$ cat src/rtl/inst_encode_pkg.sv
// encode_pkg: shared types and constants for the RV32I instruction encoder.
//   enc_op_t     - request operation codes (codes not listed are illegal)
//   enc_state_t  - encoder FSM states (LI_LO exists only with INST_ENCODE_LI_EN)
//   OP_* / F3_* / F7_* - RV32I opcode, funct3 and funct7 fields
//   NOP_INST     - ADDI x0,x0,0, substituted for illegal requests
//   fits_s12 / pack_i - 12-bit signed range check and I-type packer
// Configuration macro: INST_ENCODE_LI_EN (enables the LI pseudo-op).
package encode_pkg;

   typedef enum logic [3:0] {
      ENC_LUI   = 4'd0,
      ENC_AUIPC = 4'd1,
      ENC_ADDI  = 4'd2,
      ENC_ADD   = 4'd3,
      ENC_SUB   = 4'd4,
      ENC_AND   = 4'd5,
      ENC_OR    = 4'd6,
      ENC_XOR   = 4'd7,
      ENC_JAL   = 4'd8,
      ENC_LI    = 4'd9
   } enc_op_t;

`ifdef INST_ENCODE_LI_EN
   typedef enum logic {IDLE = 1'b0, LI_LO = 1'b1} enc_state_t;
`else
   typedef enum logic {IDLE = 1'b0} enc_state_t;
`endif

   localparam logic [6:0] OP_LUI   = 7'b0110111;
   localparam logic [6:0] OP_AUIPC = 7'b0010111;
   localparam logic [6:0] OP_IMM   = 7'b0010011;
   localparam logic [6:0] OP_REG   = 7'b0110011;
   localparam logic [6:0] OP_JAL   = 7'b1101111;

   localparam logic [2:0] F3_ADD  = 3'b000;
   localparam logic [2:0] F3_XOR  = 3'b100;
   localparam logic [2:0] F3_OR   = 3'b110;
   localparam logic [2:0] F3_AND  = 3'b111;
   localparam logic [6:0] F7_BASE = 7'b0000000;
   localparam logic [6:0] F7_SUB  = 7'b0100000;

   localparam logic [31:0] NOP_INST = 32'h0000_0013;

   // True when v, read as signed, lies in -2048..2047.
   function automatic logic fits_s12(input logic [31:0] v);
      return (v[31:11] == '0) || (v[31:11] == '1);
   endfunction

   // ADDI rd,rs1,imm12
   function automatic logic [31:0] pack_i(input logic [11:0] imm12,
                                          input logic [4:0]  rs1,
                                          input logic [4:0]  rd);
      return {imm12, rs1, F3_ADD, rd, OP_IMM};
   endfunction

endpackage

$ cat src/rtl/inst_encode_if.sv
// inst_encode_if: request and result channels of the encoder.
//   in_*  : request (valid/ready), op, rd/rs1/rs2, imm
//   out_* : result word (valid/ready), inst, err
// Handshake: a beat transfers on a rising edge where valid && ready. A source
// holds valid and its payload stable until the transfer; a sink may change
// ready at any time, and ready never depends on valid.
// modport slave is the encoder, modport master is whoever drives requests
// and consumes words.
interface inst_encode_if;
   import encode_pkg::*;

   logic        in_valid;
   logic        in_ready;
   enc_op_t     in_op;
   logic [4:0]  in_rd;
   logic [4:0]  in_rs1;
   logic [4:0]  in_rs2;
   logic [31:0] in_imm;
   logic        out_valid;
   logic        out_ready;
   logic [31:0] out_inst;
   logic        out_err;

   modport master (
      output in_valid, in_op, in_rd, in_rs1, in_rs2, in_imm, out_ready,
      input  in_ready, out_valid, out_inst, out_err
   );

   modport slave (
      input  in_valid, in_op, in_rd, in_rs1, in_rs2, in_imm, out_ready,
      output in_ready, out_valid, out_inst, out_err
   );
endinterface

$ cat src/rtl/inst_encode_fmt.sv
// inst_fmt: combinational format packing and immediate legality checks.
//   op/rd/rs1/rs2/imm : request fields
//   inst / err        : primary word (NOP_INST when err=1)
//   two_word / lo_inst: LI needs a second ADDI word (INST_ENCODE_LI_EN only)
// Register fields a format does not use never reach the word.
module inst_fmt
   import encode_pkg::*;
(
   input  enc_op_t     op,
   input  logic [4:0]  rd,
   input  logic [4:0]  rs1,
   input  logic [4:0]  rs2,
   input  logic [31:0] imm,
`ifdef INST_ENCODE_LI_EN
   output logic        two_word,
   output logic [31:0] lo_inst,
`endif
   output logic [31:0] inst,
   output logic        err
);

`ifdef INST_ENCODE_LI_EN
   // (imm + 0x800) >> 12: the low 12 bits carry out exactly when imm[11]=1,
   // which pre-compensates the sign extension of the trailing ADDI.
   logic [19:0] li_hi;
   assign li_hi = imm[31:12] + {19'd0, imm[11]};
`endif

   always_comb begin
      inst = NOP_INST;
      err  = 1'b0;
`ifdef INST_ENCODE_LI_EN
      two_word = 1'b0;
      lo_inst  = NOP_INST;
`endif
      case (op)
         ENC_LUI, ENC_AUIPC: begin
            if (imm[11:0] != 12'd0) err = 1'b1;
            else inst = {imm[31:12], rd, (op == ENC_LUI) ? OP_LUI : OP_AUIPC};
         end
         ENC_ADDI: begin
            if (!fits_s12(imm)) err = 1'b1;
            else inst = pack_i(imm[11:0], rs1, rd);
         end
         ENC_ADD: inst = {F7_BASE, rs2, rs1, F3_ADD, rd, OP_REG};
         ENC_SUB: inst = {F7_SUB,  rs2, rs1, F3_ADD, rd, OP_REG};
         ENC_AND: inst = {F7_BASE, rs2, rs1, F3_AND, rd, OP_REG};
         ENC_OR:  inst = {F7_BASE, rs2, rs1, F3_OR,  rd, OP_REG};
         ENC_XOR: inst = {F7_BASE, rs2, rs1, F3_XOR, rd, OP_REG};
         ENC_JAL: begin
            // Legal offsets are even and fit a 21-bit signed field.
            if (imm[0] || !((imm[31:20] == '0) || (imm[31:20] == '1))) err = 1'b1;
            else inst = {imm[20], imm[10:1], imm[11], imm[19:12], rd, OP_JAL};
         end
`ifdef INST_ENCODE_LI_EN
         ENC_LI: begin
            if (fits_s12(imm)) begin
               inst = pack_i(imm[11:0], 5'd0, rd);
            end else begin
               inst     = {li_hi, rd, OP_LUI};
               two_word = 1'b1;
               lo_inst  = pack_i(imm[11:0], rd, rd);
            end
         end
`endif
         default: err = 1'b1;
      endcase
   end

endmodule

$ cat src/rtl/inst_encode.sv
// inst_encode: registered RV32I instruction encoder.
//   clk, rst_n : clock, asynchronous active-low reset
//   bus        : inst_encode_if.slave (request in, encoded word out)
//   dbg_state  : current FSM state
// Latency 1; one word per cycle when the consumer keeps out_ready high.
// Configuration macro: INST_ENCODE_LI_EN builds the LI pseudo-op, whose large
// immediates expand to LUI then ADDI (state LI_LO holds the ADDI word).
module inst_encode
   import encode_pkg::*;
(
   input  logic          clk,
   input  logic          rst_n,
   inst_encode_if.slave  bus,
   output enc_state_t    dbg_state
);

   enc_state_t  state, state_nxt;
   logic        out_valid_q, out_err_q;
   logic [31:0] out_inst_q;
   logic        accept, out_take;
   logic [31:0] fmt_inst;
   logic        fmt_err;
`ifdef INST_ENCODE_LI_EN
   logic        fmt_two;
   logic [31:0] fmt_lo, lo_q;
`endif

   inst_fmt u_fmt (
      .op       (bus.in_op),
      .rd       (bus.in_rd),
      .rs1      (bus.in_rs1),
      .rs2      (bus.in_rs2),
      .imm      (bus.in_imm),
`ifdef INST_ENCODE_LI_EN
      .two_word (fmt_two),
      .lo_inst  (fmt_lo),
`endif
      .inst     (fmt_inst),
      .err      (fmt_err)
   );

   assign bus.in_ready  = (state == IDLE) && (!out_valid_q || bus.out_ready);
   assign accept        = bus.in_valid && bus.in_ready;
   assign out_take      = out_valid_q && bus.out_ready;
   assign bus.out_valid = out_valid_q;
   assign bus.out_inst  = out_inst_q;
   assign bus.out_err   = out_err_q;
   assign dbg_state     = state;

   always_ff @(posedge clk or negedge rst_n) begin
      if (!rst_n) state <= IDLE;
      else        state <= state_nxt;
   end

   always_comb begin
      state_nxt = state;
`ifdef INST_ENCODE_LI_EN
      case (state)
         IDLE:    if (accept && fmt_two) state_nxt = LI_LO;
         LI_LO:   if (out_take)          state_nxt = IDLE;
         default: state_nxt = IDLE;
      endcase
`else
      state_nxt = IDLE;
`endif
   end

   // Output register. A reset in LI_LO also drops the pending ADDI: lo_q is
   // cleared and the state returns to IDLE, so it can never be emitted.
   always_ff @(posedge clk or negedge rst_n) begin
      if (!rst_n) begin
         out_valid_q <= 1'b0;
         out_inst_q  <= '0;
         out_err_q   <= 1'b0;
`ifdef INST_ENCODE_LI_EN
         lo_q        <= '0;
`endif
      end else if (accept) begin
         out_valid_q <= 1'b1;
         out_inst_q  <= fmt_inst;
         out_err_q   <= fmt_err;
`ifdef INST_ENCODE_LI_EN
         if (fmt_two) lo_q <= fmt_lo;
      end else if ((state == LI_LO) && out_take) begin
         // LUI word leaves this edge; the ADDI word replaces it with no gap.
         out_valid_q <= 1'b1;
         out_inst_q  <= lo_q;
         out_err_q   <= 1'b0;
`endif
      end else if (out_take) begin
         out_valid_q <= 1'b0;
      end
   end

endmodule

$ cat src/flat_wrapper.sv
// flat-port wrapper written by rule: the top's interface ports become plain ports
module inst_encode_flat import encode_pkg::*;
  (clk, rst_n, dbg_state, bus_in_valid, bus_in_op, bus_in_rd, bus_in_rs1, bus_in_rs2, bus_in_imm, bus_out_ready, bus_in_ready, bus_out_valid, bus_out_inst, bus_out_err);
  inst_encode_if bus_i ();
  input  logic clk;
  input  logic rst_n;
  output enc_state_t dbg_state;
  input wire logic [$bits(bus_i.in_valid)-1:0] bus_in_valid;
  input wire logic [$bits(bus_i.in_op)-1:0] bus_in_op;
  input wire logic [$bits(bus_i.in_rd)-1:0] bus_in_rd;
  input wire logic [$bits(bus_i.in_rs1)-1:0] bus_in_rs1;
  input wire logic [$bits(bus_i.in_rs2)-1:0] bus_in_rs2;
  input wire logic [$bits(bus_i.in_imm)-1:0] bus_in_imm;
  input wire logic [$bits(bus_i.out_ready)-1:0] bus_out_ready;
  output wire logic [$bits(bus_i.in_ready)-1:0] bus_in_ready;
  output wire logic [$bits(bus_i.out_valid)-1:0] bus_out_valid;
  output wire logic [$bits(bus_i.out_inst)-1:0] bus_out_inst;
  output wire logic [$bits(bus_i.out_err)-1:0] bus_out_err;
  assign bus_i.in_valid = bus_in_valid;
  assign bus_i.in_op = bus_in_op;
  assign bus_i.in_rd = bus_in_rd;
  assign bus_i.in_rs1 = bus_in_rs1;
  assign bus_i.in_rs2 = bus_in_rs2;
  assign bus_i.in_imm = bus_in_imm;
  assign bus_i.out_ready = bus_out_ready;
  assign bus_in_ready = bus_i.in_ready;
  assign bus_out_valid = bus_i.out_valid;
  assign bus_out_inst = bus_i.out_inst;
  assign bus_out_err = bus_i.out_err;
  inst_encode u_core (.clk(clk), .rst_n(rst_n), .bus(bus_i), .dbg_state(dbg_state));
endmodule
$ cat config.mk
export PLATFORM = sky130hd
export DESIGN_NAME = inst_encode_flat
export DESIGN_NICKNAME = d
export VERILOG_FILES = /design/src/rtl/inst_encode_pkg.sv /design/src/rtl/inst_encode_if.sv /design/src/rtl/inst_encode_fmt.sv /design/src/rtl/inst_encode.sv /design/src/flat_wrapper.sv
export SDC_FILE = /design/constraint.sdc
export NUM_CORES = 1
export LEC_CHECK = 0
export ABC_AREA = 1
export CORE_MARGIN = 2
export CORE_UTILIZATION = 46
export CTS_CLUSTER_SIZE = 25
export DETAILED_ROUTE_END_ITERATION = 8
export GPL_TIMING_DRIVEN = 0
export PLACE_DENSITY = 0.91
export SYNTH_ARGS = -nofsm -noshare
export SYNTH_HDL_FRONTEND = slang
export SYNTH_HIERARCHICAL = 1
export SYNTH_SLANG_ARGS = --single-unit
$ cat constraint.sdc
create_clock -name clk -period 2.7 [get_ports clk]
set_input_delay 0.54 -clock clk [delete_from_list [all_inputs] [get_ports clk]]
set_output_delay 0.54 -clock clk [all_outputs]
set_load 0.03 [all_outputs]
; Yosys cells after proc, flatten, opt, wreduce, memory -nomap -nowiden
; Cells that the tools add are included.
[totals]
regBits = 34
inputBits = 55
[classes]
eq_ne = 10
n_reduce_logical = 15
muxes = 11
[ops]
columns = cell, count
row1 = 32-bit case mux with 8 select lines, 1
row2 = 32-bit two-way mux, 3
row3 = "21-bit == test, second input constant", 1
row4 = 21-bit logical NOT, 1
row5 = "4-bit by 3-bit == test with 1-bit output, second input constant", 4
row6 = "12-bit == test, second input constant", 1
row7 = 12-bit logical NOT, 1
row8 = 12-bit nonzero test, 1
row9 = "4-bit by 2-bit == test with 1-bit output, second input constant", 2
row10 = 6-bit two-way mux, 1
row11 = 1-bit two-way mux, 5
row12 = 5-bit OR reduction, 1
row13 = "4-bit by 1-bit == test with 1-bit output, second input constant", 1
row14 = "4-bit == test, second input constant", 1
row15 = 4-bit logical NOT, 1
row16 = 1-bit logical OR, 4
row17 = 1-bit case mux with 4 select lines, 1
row18 = 1-bit logical AND, 2
row19 = 1-bit logical NOT, 2
row20 = 2-bit nonzero test, 1
row21 = 2-bit OR reduction, 1

; Longest topological paths before layout
; Gate-level depths: netlist of run 1.
[depth]
ltp_word = 6
mapped_depth = 12
mapped_depth_nobuf = 12

; By module
; Netlist of run 1, hierarchy kept.
[modules_own_cells]
columns = mod, instances, cells_each, seq_area_each_um2, area_per_inst_um2
row1 = inst_encode, 1, 149, 850.8, 1381.3
row2 = inst_fmt, 1, 183, 0.0, 798.3

; Least setup slack after synthesis of run 1
; Ideal clock, no wire load.
[synth_path]
kind = in2reg
startpoint = in bus_in_imm[20]
endpoint = reg u_core.out_inst_q[25], in the netlist u_core/bus.out_inst[25]
t_arrival_ns = 1.519
stages = 10
slack_ns = 1.115
path_cell_list = or2_1 nor2_2 nand3_1 nand2_1 nand2_1 nand2_4 nand2_1 nand2_1 nand3_1 nand2_1
[synth_via]
elab_chain_len = 6
word_cells_on_any_way = 11
cone_classes = 2 x eq/ne / 3 x mux / 6 x reduce/logical
[synth_rtl]
columns = element, line_no
row1 = "start, declared", flat_wrapper.sv:13  ; input wire logic [$bits(bus_i.in_imm)-1:0] bus_in_imm;
row2 = 12-bit == test or 12-bit logical NOT (tied branches), inst_encode_fmt.sv:52  ; if (imm[0] || !((imm[31:20] == '0) || (imm[31:20] == '1))) err = 1'b1;
row3 = 1-bit logical OR, inst_encode_fmt.sv:52
row4 = 1-bit logical NOT, inst_encode_fmt.sv:52
row5 = 1-bit logical OR, inst_encode_fmt.sv:52
row6 = 32-bit two-way mux, inst_encode_fmt.sv:52
row7 = 32-bit case mux with 8 select lines (*), inst_encode_fmt.sv:36  ; case (op)
row8 = named net u_core.fmt_inst[25], inst_encode.sv:21  ; logic [31:0] fmt_inst;
row9 = "end signal, assigned", inst_encode.sv:80  ; out_inst_q <= fmt_inst;
row10 = "end, declared", inst_encode.sv:19  ; logic [31:0] out_inst_q;
; Mark *: on every way through the listed nets, which the timed path passes. The rest lies on a longest branch.
; A chain may end at the register's enable or synchronous reset.

; Final worst setup path of run 1
[layout_path]
startpoint = in bus_out_ready
endpoint = out bus_in_ready
[layout_via]
elab_chain_len = 1
[layout_rtl]
columns = element, line_no
row1 = "start, declared", flat_wrapper.sv:14  ; input wire logic [$bits(bus_i.out_ready)-1:0] bus_out_ready;
row2 = 1-bit logical OR, inst_encode.sv:42  ; assign bus.in_ready = (state == IDLE) && (!out_valid_q || bus.out_ready);
row3 = "end, declared", flat_wrapper.sv:15  ; output wire logic [$bits(bus_i.in_ready)-1:0] bus_in_ready;
; No other way between the ends.

==> impl_metrics.json, run 1 <==
{
  "ys_seq_area_share_pct": 39.0,
  "ys.flop_type": "dfrtp_1",
  "timing.final.crit_share_pct": 95.4,
  "synth_area_leaders": "dfrtp_1, nand2_1, nand3_1, nor2_1, inv_1",
  "report.final.slew_viol_count": 0,
  "gp_congestion": 0.959,
  "clock_latency_ns": 0.29,
  "clk_pin_slew_ns": 0.06,
  "gr-total-overflow": 0,
  "die_h_um": 72.8,
  "io_pins": 91,
  "avgSynthCellArea_um2": 6.57,
  "cts-root-buf": "clkbuf_8",
  "nets": 483,
  "outcome": "completed",
  "fin_crit_ns": 2.58,
  "critPathRequiredTime_ns": 2.16,
  "layout-drive-gt1-share_pct": 8.62,
  "yosys_warnings": 6,
  "htree_levels": 2,
  "die_area_um2": 5300,
  "cts_tree": "yes",
  "rows": 25,
  "maxCapViolCount": 0,
  "ir_worst_vdd_mv": 0.202,
  "grt_max_degree": 35,
  "cts_buffers": 5,
  "synth_top_area_cell": "dfrtp_1",
  "arrival_ns": 2.04,
  "synth.top_cell.area_share_pct": 39.0,
  "ys_seq_elements": 34,
  "finalPower_mw": 1.37,
  "syn_inst": 332,
  "grt_pass1_vias": 2252,
  "timing.final.ws_setup_ns": 0.124,
  "port_buffers": 88,
  "synth_cell_type_count": 23,
  "cp_max_fo": 10,
  "synthTopCellsByCount": "nand2_1, nand3_1, dfrtp_1, nor2_1, inv_1",
  "grt_pass1_wl_um": 10000,
  "drt_iter0_drc": 155,
  "rsz0062_at_grt": "false",
  "area_growth_pct": 47.8,
  "hold_viol": 0,
  "stdcell_area_um2": 3220,
  "final_antenna_net_count": 0,
  "die_x_um": 72.8,
  "cts.sinks": 34,
  "worstMarginPinSlew_ns": 0.750,
  "dr_total_vias": 2383,
  "start_kind": "input pin",
  "grt_antenna_before_repair": 0,
  "setup_tns_ns": 0,
  "skew_ns": 0.00373,
  "power_density_nw_per_um2": 426,
  "wl_per_cell_um": 12.8,
  "n_antenna_cell": 0,
  "setup_viol": 0,
  "wirelength_um": 6190,
  "cts_setup_buffers": 0,
  "cts.path.max_buffers": 2,
  "start_util_pct": 47.1,
  "max-slew-margin-rel_pct": 50.0,
  "viasPerCell": 4.93,
  "place_ws_ns": 0.130,
  "synthArstFlopShare_pct": 100,
  "path_class": "in -> out",
  "synth_area_um2": 2180,
  "fmax_mhz": 388,
  "min_path_type": "in -> async",
  "utilization_pct": 69.6,
  "yosysMostFrequentCell": "nand2_1",
  "dp_hpwl_um": 4910,
  "cts-resized-gates": 0,
  "postCtsHoldBufs": 0,
  "cp-end-kind": "primary output",
  "grt.total_usage_pct": 24.5,
  "drc": 0,
  "drtPass1Iterations": 4,
  "power_leakage_nw": 1.65,
  "core_area_um2": 4630,
  "placed_cell_area_um2": 3130,
  "synth-edff-count": 0
}
-- worst paths after layout --
| kind | start | to | slack [ns] | depth (start not counted) |
|---|---|---|---|---|
| max in group asynchronous | rst_n | u_core/bus.out_inst[28] | 1.90 | 1 |
| setup reg to reg | u_core/bus.out_valid | u_core/bus.out_inst[13] | 1.65 | 4 |
| hold / removal | rst_n | u_core/bus.out_inst[25] | 0.32 | 1 |
| hold reg to reg | u_core/bus.out_inst[3] | u_core/bus.out_inst[3] | 0.48 | 2 |
| min in group clk | u_core/bus.out_inst[3] | u_core/bus.out_inst[3] | 0.48 | 2 |
| setup / recovery | bus_out_ready | bus_in_ready | 0.12 | 5 |
-- per-stage QoR --
stage               cells  hold WS, ns
floorplan             333        0.244
global placement      475        0.453
detailed placement    475        0.457
CTS                   483        0.343
global route          483        0.389
finish                483        0.322
-- registers in the layout, summed over array words and instances (netlist names) --
name and cells:
u_core/bus.out_valid 1, u_core/bus.out_inst 32, u_core/bus.out_err 1
-- report_power, final --
group | switching [mW] | leakage, nW | internal (mW) | total (mW)
Sequential | 0.0239 | 0.452 | 0.547 | 0.571
Clock | 0.183 | 0.0472 | 0.205 | 0.388
Combinational | 0.226 | 1.15 | 0.185 | 0.412
Total | 0.434 | 1.65 | 0.937 | 1.37
-- cell families (layout without fill, tap and decap cells) --
logic type / after synthesis / count (layout) / synth area share, %
other cells: 2 / 3 / 0.345
simple gates: 251 / 251 / 49.9
buf+inv: 41 / 137 / 9.70
flops: 34 / 34 / 39.0
compound gates: 4 / 4 / 1.03
-- worst max-delay path, cell delays in order --
cell and delay (ns):
clkdlybuf4s50_1 0.45, inv_1 0.06, nand2_4 0.12, buf_4 0.19
clkdlybuf4s50_1 0.68
-- cell usage in the layout (no fill, tap or decap) --
master,instances
o211ai_1,1
buf_6,3
dfrtp_1,34
nor2_2,2
clkinv_2,1
nand2_1,158
nand3_4,1
nand4_1,2
nor2_1,32
buf_4,8
nand2_2,3
clkinvlp_4,1
nor3_1,2
clkbuf_8,6
o21ai_0,1
a21oi_1,2
nand3b_1,1
nor3_4,1
nand3_1,41
clkdlybuf4s50_1,87
inv_1,25
inv_2,1
nand2_4,4
buf_2,5
conb_1,3
nand3_2,1
or2_1,3
-- area by class of cell --
type / count / area (um2)
tap: 54 / 67.6
clock buffer: 6 / 82.6
multi-input combinational: 258 / 1120
fill: 411 / 1410
buffer: 15 / 114
sequential: 34 / 851
timing repair buffer: 88 / 876
clock inverter: 2 / 12.5
inverter: 26 / 97.6
-- routing by layer --
metal,part of all wire (%),GRT usage (%)
met5,0,0
met1,41,29.2
met3,5.4,3.59
met2,52,44.4
met4,2.0,9.47
(Power assumes the default switching activity.)
==> inputs of run 2 (changes only) <==
--- a/config.mk
+++ b/config.mk
@@ -6,8 +6,10 @@
 export NUM_CORES = 1
 export LEC_CHECK = 0
 export ABC_AREA = 1
+export CELL_PAD_IN_SITES_DETAIL_PLACEMENT = 0
+export CELL_PAD_IN_SITES_GLOBAL_PLACEMENT = 1
 export CORE_MARGIN = 2
-export CORE_UTILIZATION = 46
+export CORE_UTILIZATION = 31
 export CTS_CLUSTER_SIZE = 25
 export DETAILED_ROUTE_END_ITERATION = 8
 export GPL_TIMING_DRIVEN = 0
==> run 2 against run 1 <==
  * Core utilization is 21 points lower
  * Critical path depth stayed put
  * Critical path type unchanged
  * Maximum frequency is 0.56% higher
  * Via count is 3.7% lower
  * Clock power hardly changed
  * Register-to-register slack better by 0.04 ns
  * First-iteration DRC count is 17% lower
  * Flip-flop and latch count stayed put
  * Sequential share of layout area is 0.39 points lower
  * Non-clock buffer count stayed put
  * Worst hold slack worse by 0.012 ns
  * Cell area is 1.5% higher
==> impl_metrics.json, run 2 (synthesis gave the netlist of run 1 again) <==
{
  "stdcell_area_um2": 3270,
  "worstMarginPinSlew_ns": 0.737,
  "cts.sinks": 34,
  "final_antenna_net_count": 0,
  "setup_tns_ns": 0,
  "drt_iter0_drc": 129,
  "power_density_nw_per_um2": 417,
  "final_common_cell": "nand2_1",
  "slowest_delay_ns": 0.68,
  "grt_pass1_wl_um": 9880,
  "timing.final.crit_share_pct": 94.9,
  "r2r_slack_ns": 1.69,
  "utilization_pct": 48.1,
  "seqCellArea_um2": 851,
  "clk_pin_slew_ns": 0.07,
  "cts-resized-gates": 0,
  "nets": 483,
  "slowest_stage": "clkdlybuf4s50_1",
  "die_h_um": 87.9,
  "htree_levels": 2,
  "wirelength_um": 6190,
  "path_class": "in -> out",
  "critPathRequiredTime_ns": 2.16,
  "gr-total-overflow": 0,
  "cts_tree": "yes",
  "r2r_end": "u_core/bus.out_inst[8]",
  "rows": 30,
  "area_growth_pct": 50.1,
  "multiInputGateArea_um2": 1120,
  "postCtsHoldBufs": 0,
  "wl_per_cell_um": 11.8,
  "cp-end-kind": "primary output",
  "grt.total_usage_pct": 16.5,
  "cp_common_cell": "clkdlybuf4s50_1",
  "cts_setup_buffers": 0,
  "cp_max_fo": 10,
  "max-slew-margin-rel_pct": 50.8,
  "drc": 0,
  "ir_worst_vdd_mv": 0.178,
  "min_path_type": "in -> async",
  "placed_cell_area_um2": 3180,
  "dp_hpwl_um": 5080,
  "cts-root-buf": "clkbuf_8",
  "reg2regPathDepth": 4,
  "skew_ns": 0.00844,
  "maxCapViolCount": 0,
  "largest_reg_flops": 32,
  "grt_pass1_vias": 2128,
  "arrival_ns": 2.02,
  "drtPass1Iterations": 4,
  "grt_antenna_before_repair": 0,
  "outcome": "completed",
  "n_fill_cell": 683,
  "setup_viol": 0,
  "cts.path.max_buffers": 2,
  "start_util_pct": 32.1,
  "start_kind": "input pin",
  "cts_buffers": 5,
  "final_cell_mix": "nand2_1, clkdlybuf4s50_1, nand3_1, dfrtp_1, nor2_1",
  "worst_hold_slack_ns": 0.310,
  "fmax_mhz": 390,
  "die_x_um": 87.9,
  "clock_latency_ns": 0.29,
  "layout-drive-gt1-share_pct": 8.39,
  "r2r-start": "u_core/bus.out_valid",
  "rsz0062_at_grt": "false",
  "port_buffers": 88,
  "hold_viol": 0,
  "report.final.slew_viol_count": 0,
  "core_area_um2": 6790,
  "dr_total_vias": 2296,
  "io_pins": 91,
  "n_antenna_cell": 0,
  "grt_max_degree": 35,
  "power_leakage_nw": 1.65,
  "viasPerCell": 4.37,
  "die_area_um2": 7720,
  "cp_cell_sequence": "clkdlybuf4s50_1 > inv_1 > nand2_4 > buf_4 > clkdlybuf4s50_1",
  "gp_congestion": 0.828,
  "fin_crit_ns": 2.56
}
==> run 2: cell types whose count changed in the layout (fill, tap and decap cells not counted) <==
cell,previous run,this run
clkbuf_1,0,1
clkinvlp_4,1,0
==> run 2: worst max-delay path by stage <==
stage	start	endpoint	slack (ns)	depth (start not counted)
CTS	bus_out_ready	bus_in_ready	0.11	5
finish	bus_out_ready	bus_in_ready	0.14	5
global route	bus_out_ready	bus_in_ready	0.07	5
global placement	bus_out_ready	bus_in_ready	0.12	5
detailed placement	bus_out_ready	bus_in_ready	0.12	5
floorplan	bus_in_imm[20]	u_core/bus.out_inst[25]	1.12	10
==> run 2: final cells by class <==
class	count	area share, %
Buffer	15	3.48
Inverter	26	2.98
Clock buffer	7	2.64
Sequential cell	34	26.0
Tap cell	96	3.67
Clock inverter	1	0.153
Timing Repair Buffer	88	26.8
Multi-Input combinational cell	258	34.3
==> run 2: power by group <==
group | internal [mW] | switching, mW
combinational | 0.185 | 0.222
clock | 0.206 | 0.183
sequential | 0.547 | 0.0225
==> run 2: worst max-delay path: cells and delay by family <==
family | cells | cell delay [ns]
buffers and inverters | 4 | 1.37
and+or+nand+nor | 1 | 0.11
==> run 2: metrics by stage <==
stage	power, mW	setup WS (ns)	instances
floorplan	0.777	1.12	333
global placement	0.987	0.122	517
detailed placement	0.991	0.115	517
CTS	1.37	0.109	525
global route	1.43	0.0679	525
finish	1.37	0.138	525
==> run 2: routing by layer <==
metal | global-route usage [%] | part of all wire, % | routed length [um]
met1 | 22.1 | 47 | 2890
met5 | 0 | 0 | 0
met3 | 3.20 | 3.9 | 240
met4 | 5.03 | 1.4 | 87
met2 | 27.0 | 48 | 2970
==> inputs of run 3 (changes only) <==
--- a/config.mk
+++ b/config.mk
@@ -6,6 +6,7 @@
 export NUM_CORES = 1
 export LEC_CHECK = 0
 export ABC_AREA = 1
+export CAP_MARGIN = 20
 export CELL_PAD_IN_SITES_DETAIL_PLACEMENT = 0
 export CELL_PAD_IN_SITES_GLOBAL_PLACEMENT = 1
 export CORE_MARGIN = 2
==> results of run 3 <==
No change in the layout: final DEF, timing and power equal those of run 2.
